===== config.mk =====
export PLATFORM = sky130hd
export DESIGN_NAME = ifetch_responder
export DESIGN_NICKNAME = d
export VERILOG_FILES = /design/src/rtl/ifetch_responder.sv
export SDC_FILE = /design/constraint.sdc
export NUM_CORES = 1
export LEC_CHECK = 0
export ABC_AREA = 0
export BUFFER_PORTS_ARGS = -buffer_cell sky130_fd_sc_hd__buf_2
export CAP_MARGIN = 20
export CORE_MARGIN = 4
export CORE_UTILIZATION = 49
export DETAILED_ROUTE_END_ITERATION = 6
export PLACE_DENSITY = 0.85
export SLEW_MARGIN = 10
export SYNTH_ARGS = -nofsm -noshare
export SYNTH_HDL_FRONTEND = slang
export SYNTH_SLANG_ARGS = --single-unit

===== constraint.sdc =====
create_clock -name clk -period 2.98 [get_ports clk]
set_input_delay 0 -clock clk [delete_from_list [all_inputs] [get_ports clk]]
set_output_delay 0 -clock clk [all_outputs]
set_load 0.01 [all_outputs]

===== src/rtl/ifetch_responder.sv =====
`timescale 1ns/1ps
`default_nettype none
// ============================================================================
// Module  : ifetch_responder
// Purpose : single-outstanding instruction fetch engine with fixed-latency
//           memory, alignment/range error responses and flush support.
// Rev     : 1.0
// ============================================================================
module ifetch_responder #(
  parameter int LATENCY = 1,  // 1..7
  parameter int MEM_AW  = 14
) (
  input  logic              clk,
  input  logic              rst_n,
  input  logic              req_valid,
  input  logic [31:0]       req_addr,
  output logic              req_ready,
  input  logic              flush,
  output logic              mem_en,
  output logic [MEM_AW-1:0] mem_addr,
  input  logic [31:0]       mem_rdata,
  output logic              resp_valid,
  input  logic              resp_ready,
  output logic [31:0]       resp_instr,
  output logic [31:0]       resp_pc,
  output logic              resp_err
);

  localparam int CNT_W = 3;
  localparam logic [CNT_W-1:0] LAT_INIT = CNT_W'(LATENCY);

  localparam logic [1:0] IDLE = 2'd0;
  localparam logic [1:0] WAIT = 2'd1;
  localparam logic [1:0] RESP = 2'd2;
  localparam logic [1:0] DROP = 2'd3;

  logic [1:0]       state_q, state_d;
  logic [CNT_W-1:0] cnt_q,   cnt_d;
  logic [31:0]      instr_q, instr_d;
  logic [31:0]      pc_q,    pc_d;
  logic             err_q,   err_d;

  logic hi_zero;
  logic addr_ok;
  logic accept;
  logic last_beat;

  // Upper address bits only exist to check when the memory is narrower
  // than the full 30-bit word space.
  generate
    if (MEM_AW + 2 >= 32) begin : g_full_range
      assign hi_zero = 1'b1;
    end else begin : g_range_chk
      assign hi_zero = (req_addr[31:MEM_AW+2] == '0);
    end
  endgenerate

  assign addr_ok   = (req_addr[1:0] == 2'b00) && hi_zero;
  assign accept    = (state_q == IDLE) && req_valid && !flush;
  assign last_beat = (cnt_q == CNT_W'(1));

  always_comb begin
    state_d = state_q;
    cnt_d   = cnt_q;
    instr_d = instr_q;
    pc_d    = pc_q;
    err_d   = err_q;

    case (state_q)
      IDLE: begin
        if (accept) begin
          pc_d = req_addr;
          if (addr_ok) begin
            cnt_d   = LAT_INIT;
            state_d = WAIT;
          end else begin
            instr_d = 32'd0;
            err_d   = 1'b1;
            state_d = RESP;
          end
        end
      end

      WAIT: begin
        if (cnt_q != '0) begin
          cnt_d = cnt_q - CNT_W'(1);
        end
        // A flush landing on the data cycle has nothing left to drain.
        if (flush) begin
          state_d = last_beat ? IDLE : DROP;
        end else if (last_beat) begin
          instr_d = mem_rdata;
          err_d   = 1'b0;
          state_d = RESP;
        end
      end

      RESP: begin
        if (flush || resp_ready) begin
          state_d = IDLE;
        end
      end

      DROP: begin
        if (cnt_q != '0) begin
          cnt_d = cnt_q - CNT_W'(1);
        end
        if (cnt_q <= CNT_W'(1)) begin
          state_d = IDLE;
        end
      end

      default: begin
        state_d = IDLE;
        cnt_d   = '0;
      end
    endcase
  end

  always_ff @(posedge clk or negedge rst_n) begin
    if (!rst_n) begin
      state_q <= IDLE;
      cnt_q   <= '0;
      instr_q <= 32'd0;
      pc_q    <= 32'd0;
      err_q   <= 1'b0;
    end else begin
      state_q <= state_d;
      cnt_q   <= cnt_d;
      instr_q <= instr_d;
      pc_q    <= pc_d;
      err_q   <= err_d;
    end
  end

  // Strobe is qualified with rst_n so no read escapes while reset is held.
  assign req_ready  = (state_q == IDLE);
  assign mem_en     = accept && addr_ok && rst_n;
  assign mem_addr   = req_addr[MEM_AW+1:2];
  assign resp_valid = (state_q == RESP);
  assign resp_instr = instr_q;
  assign resp_pc    = pc_q;
  assign resp_err   = err_q;

endmodule
`default_nettype wire


-- Word-level counts from Yosys, hierarchy flattened
Index checks and enable logic that the tools add are counted.
- flip-flop bits (word level): 70
- output and inout bits: 82
- input bits: 69
- logic and storage cells: 60
- order comparisons: 1
- eq/ne operators: 13
- add/subtract/negate cells: 1
- reductions and logical operators: 18
- mux-type cells: 22
- operators by type and width (cell ; number):
    2-to-1 mux 32 bit ; 4
    one-hot mux 32 bit (2 select lines) ; 1
    logical NOT 16 bit ; 1
    2-to-1 mux 2 bit ; 7
    2-to-1 mux 3 bit ; 3
    inequality test 2 x 1 -> 1 bit, second input constant ; 4
    inequality test 2 bit, second input constant ; 4
    one-hot mux 2 bit (4 select lines) ; 1
    AND reduction 4 bit ; 2
    one-hot mux 3 bit (2 select lines) ; 1
    logical AND 1 bit ; 5
    AND reduction 5 bit ; 1
    equality test 2 bit, second input constant ; 2
    logical NOT 2 bit ; 2
    2-to-1 mux 1 bit ; 4
    nonzero test 2 bit ; 2
    equality test 3 x 1 -> 1 bit, second input constant ; 1
    less-or-equal comparator 3 x 1 -> 1 bit, second input constant ; 1
    inequality test 3 bit, second input constant ; 1
    nonzero test 3 bit ; 1
    subtractor 3 x 1 -> 3 bit, second input constant ; 1
    equality test 2 x 1 -> 1 bit, second input constant ; 1
    one-hot mux 1 bit (2 select lines) ; 1
    AND reduction 2 bit ; 1
    3 further kinds ; 3

-- Logic depth before layout (Yosys ltp)
- depth after elaboration: 5
- depth in mapped cells: 8

-- Least setup slack after synthesis
OpenSTA, ideal clock, no wires.
- path type: register -> register
- start point: register cnt_q[0]
- end point: register instr_q[0], in the netlist resp_instr[0]
- required time: 2915 ps
- stages on the path, launching flop included: 8
- path buffers: 2
- clock period less this slack: 1711 ps
- arrival time: 1646 ps
- path slack: 1269 ps
- cells stage by stage: dfrtp_1 ha_1 nor2b_1 and3_1 buf_6 o311ai_4 buf_6 a22o_1
- cells in the longest elaborated chain, start to end: 3
- RTL lines (what ; RTL line ; RTL):
    start, declared ; 38 ; logic [CNT_W-1:0] cnt_q, cnt_d;
    start signal, assigned ; 129 ; cnt_q <= cnt_d;
    equality test 3 x 1 -> 1 bit ; 60 ; assign last_beat = (cnt_q == CNT_W'(1));
    inequality test 2 bit (no line) ; n/a ;
    AND reduction 5 bit (no line) ; n/a ;
    end signal, assigned ; 130 ; instr_q <= instr_d;
    end, declared ; 39 ; logic [31:0] instr_q, instr_d;
No other way between the ends.
A chain may end at the register's enable or synchronous reset.

-- Final worst setup path
- start point: register state_q[0]
- end point: output port mem_en
- cells in the longest elaborated chain, start to end: 5
- RTL lines (what ; RTL line ; RTL):
    start, declared ; 37 ; logic [1:0] state_q, state_d;
    start signal, assigned ; 128 ; state_q <= state_d;
    logical NOT 2 bit ; 59 ; assign accept = (state_q == IDLE) && req_valid && !flush;
    logical AND 1 bit (2 in a row) ; 59 ;
    logical AND 1 bit (2 in a row) ; 138 ; assign mem_en = accept && addr_ok && rst_n;
    end, declared ; 19 ; output logic mem_en,
No other way between the ends.

==> impl_metrics.json <==
{
  "nets": 550,
  "ys.warnings.count": 0,
  "drive_above_1_share_pct": 36.65,
  "finalPower_w": 0.002333,
  "dr_wl_met3_um": 1224,
  "fin_crit_sh_pct": 76.71,
  "worstMarginPinSlew_ps": 744.2,
  "p_clk_share_pct": 35.7,
  "hold_class": "input port to flop",
  "io_pins": 151,
  "post-dp-hpwl_um": 5612,
  "max_slew_margin_pct": 50.25,
  "rsz0062_at_grt": "false",
  "grt_pass1_vias": 3126,
  "synth_commonest_cells": "98 x nand2_1, 70 x dfrtp_1, 32 x a22o_1",
  "antenna_cells": 0,
  "route.met2.wl_um": 4841,
  "p_comb_share_pct": 18.1,
  "die_area_um2": 7307,
  "critical_path_class": "flop to primary output",
  "drcViolationCount": 0,
  "holdWs_ps": 86.59,
  "grt_use_total_pct": 29.25,
  "crit_family": "simple AND/OR/NAND/NOR gates",
  "cts_max_path_buffers": 2,
  "p_per_area_nw_per_um2": 517.3,
  "port_buffers": 150,
  "syn_area_per_cell_um2": 10.70,
  "synth_edf_count": 0,
  "placed_cells": 473,
  "drt_first_pass_iters": 5,
  "final-setup-viol-count": 0,
  "grt_max_degree": 45,
  "core_area_um2": 5675,
  "start_util_pct": 51.83,
  "synthesis.nets": 347,
  "synth_top_area_share_pct": 59.55,
  "path_max_fanout": 26,
  "gp_congestion": 0.7710,
  "grt_pass1_wl_um": 16460,
  "swShare_pct": 26.48,
  "cts_tree": "yes",
  "clock_latency_ps": 340,
  "numCtsBuffers": 9,
  "fin_skew_ps": 13.13,
  "max_stage_delay_ps": 710,
  "status": "finished clean",
  "top_layer_used": "met4",
  "drv_cap": 0,
  "cp_slowest_cell": "nor4b_4",
  "rows": 27,
  "hold_viol": 0,
  "worst_setup_path_start_kind": "flop",
  "ant_nets": 0,
  "num_vias": 3005,
  "cts_setup_buffers": 0,
  "die_y_um": 85.48,
  "ctsHoldBuffers": 66,
  "synth-async-reset-ratio_pct": 100.0,
  "seqPwrFrac_pct": 46.2,
  "path_buf_inv": 2,
  "grt_overflow_total": 0,
  "leakagePower_nw": 2.503,
  "p_int_w": 0.001715,
  "irDropWorstVdd_mv": 0.3629,
  "fin_crit_ps": 2286,
  "critical_path.cell_chain": "nor4b_4, buf_4, and3_1, buf_2",
  "synth.ff_latch_count": 70,
  "clkTransAtPathRegs_ps": 80,
  "tns_ps": 0,
  "crit_path_end_kind": "primary output",
  "fin_cells": 555,
  "fmax_mhz": 437.5,
  "synth_flop_cell": "dfrtp_1",
  "yosysSeqAreaShare_pct": 59.55,
  "vias_per_cell": 5.414,
  "syn_area_um2": 2942,
  "synth_most_common_cell": "nand2_1",
  "drtIter0Drc": 189,
  "p_sw_w": 0.0006176,
  "wl_met1_um": 3828,
  "area_growth_pct": 53.30,
  "root_buffer": "clkbuf_8",
  "htree_levels": 3,
  "synth_cells": 275,
  "drt-wirelength-per-cell_um": 18.36,
  "yosysTopAreaCell": "dfrtp_1",
  "cp.arrival_ps": 2290,
  "die_w_um": 85.48,
  "clock_sinks": 70,
  "required_ps": 2980,
  "maxSlewViolCount": 0,
  "drt_wl_total_um": 10190,
  "antenna_found_initial": 0,
  "cts_resized": 0,
  "synth_area_leaders": "dfrtp_1 60%, nand2_1 13%, a22o_1 9.5%",
  "synth_cell_type_count": 32
}
cell families after synthesis:
group / synth area share (%)
DFF: 59.55
adders and majority gates: 1.276
AOI/OAI and AO/OA: 13.70
muxes: 1.446
buffers and inverters: 7.103
and+or+nand+nor: 16.93
metal layers:
layer	track usage [%]	up-vias
met5	0	-
met3	9.223	33
met1	35.73	1407
met4	12.52	0
li1	-	1324
met2	47.74	241
registers in the layout, indices dropped and copies added, names as in the netlist:
register / flops
resp_pc: 32
state_q: 2
cnt_q: 3
resp_err: 1
resp_instr: 32
power groups by stage:
stage          Clock [W]  Sequential (W)  Combinational, W
4_1_cts         0.000833         0.00107          0.000407
6_report        0.000833         0.00108          0.000422
3_3_place_gp           0         0.00109          0.000330
5_1_grt         0.000901         0.00109          0.000464
3_5_place_dp           0         0.00109          0.000342
2_1_floorplan          0         0.00112          0.000132
cells in the final DEF, fill, tap and decap left out, drive strengths merged, types with 2 or more instances in the layout:
cell type    synthesis  routed
mux2                 2       2
clkinv               0       2
a21oi                2       2
a22o                32      32
nand2               98      98
and3                 2       2
buf                 20     155
o21ai                2       2
inv                  4       4
dlygate4sd3          0      66
clkinvlp             0       2
nand2b               2       2
clkbuf               9      10
ha                   3       3
dfrtp               70      70
nor4                 4       4
nand3                2       2
bufinv               0       2
mux2i                2       2
nor2                 7       7
nor2b                2       2
stage by stage:
stage	util, %	worst slack [ps]	cell area [um^2]
floorplan	-	1269	2942
global placement	63.89	1090	3626
detailed placement	63.89	1050	3626
CTS	79.45	720.6	4509
global route	79.45	582.6	4509
finish	79.45	694.0	4509
worst register-to-register path, stage by stage, from the launching register on:
cell and delay [ps]:
dfrtp_1 540, inv_1 200, nand3_1 550, buf_4 430
nand2_1 90, nand2_1 70
final timing paths:
check                                         from                         end  slack (ps)  depth (start not counted)
max in group asynchronous                    rst_n  resp_instr[15]$_DFFE_PN0P_        1790                          3
min in group asynchronous                    rst_n     resp_pc[21]$_DFFE_PN0P_         230                          2
min reg2reg                resp_pc[11]$_DFFE_PN0P_     resp_pc[11]$_DFFE_PN0P_         470                          2
max                         state_q[0]$_DFFE_PN0P_                      mem_en         690                          4
max reg2reg                 state_q[0]$_DFFE_PN0P_     resp_pc[27]$_DFFE_PN0P_        1000                          5
min                                          flush      resp_pc[6]$_DFFE_PN0P_          90                          4
final cells by class:
class / count / area, um^2
sequential: 70 / 1752
clock buffer: 10 / 137.6
inverter: 4 / 15.01
timing repair buffer: 221 / 1449
multi-input combinational: 172 / 980.9
tap: 72 / 90.09
clock inverter: 6 / 85.08
fill: 320 / 1166
Power figures use the tool's default switching activity.
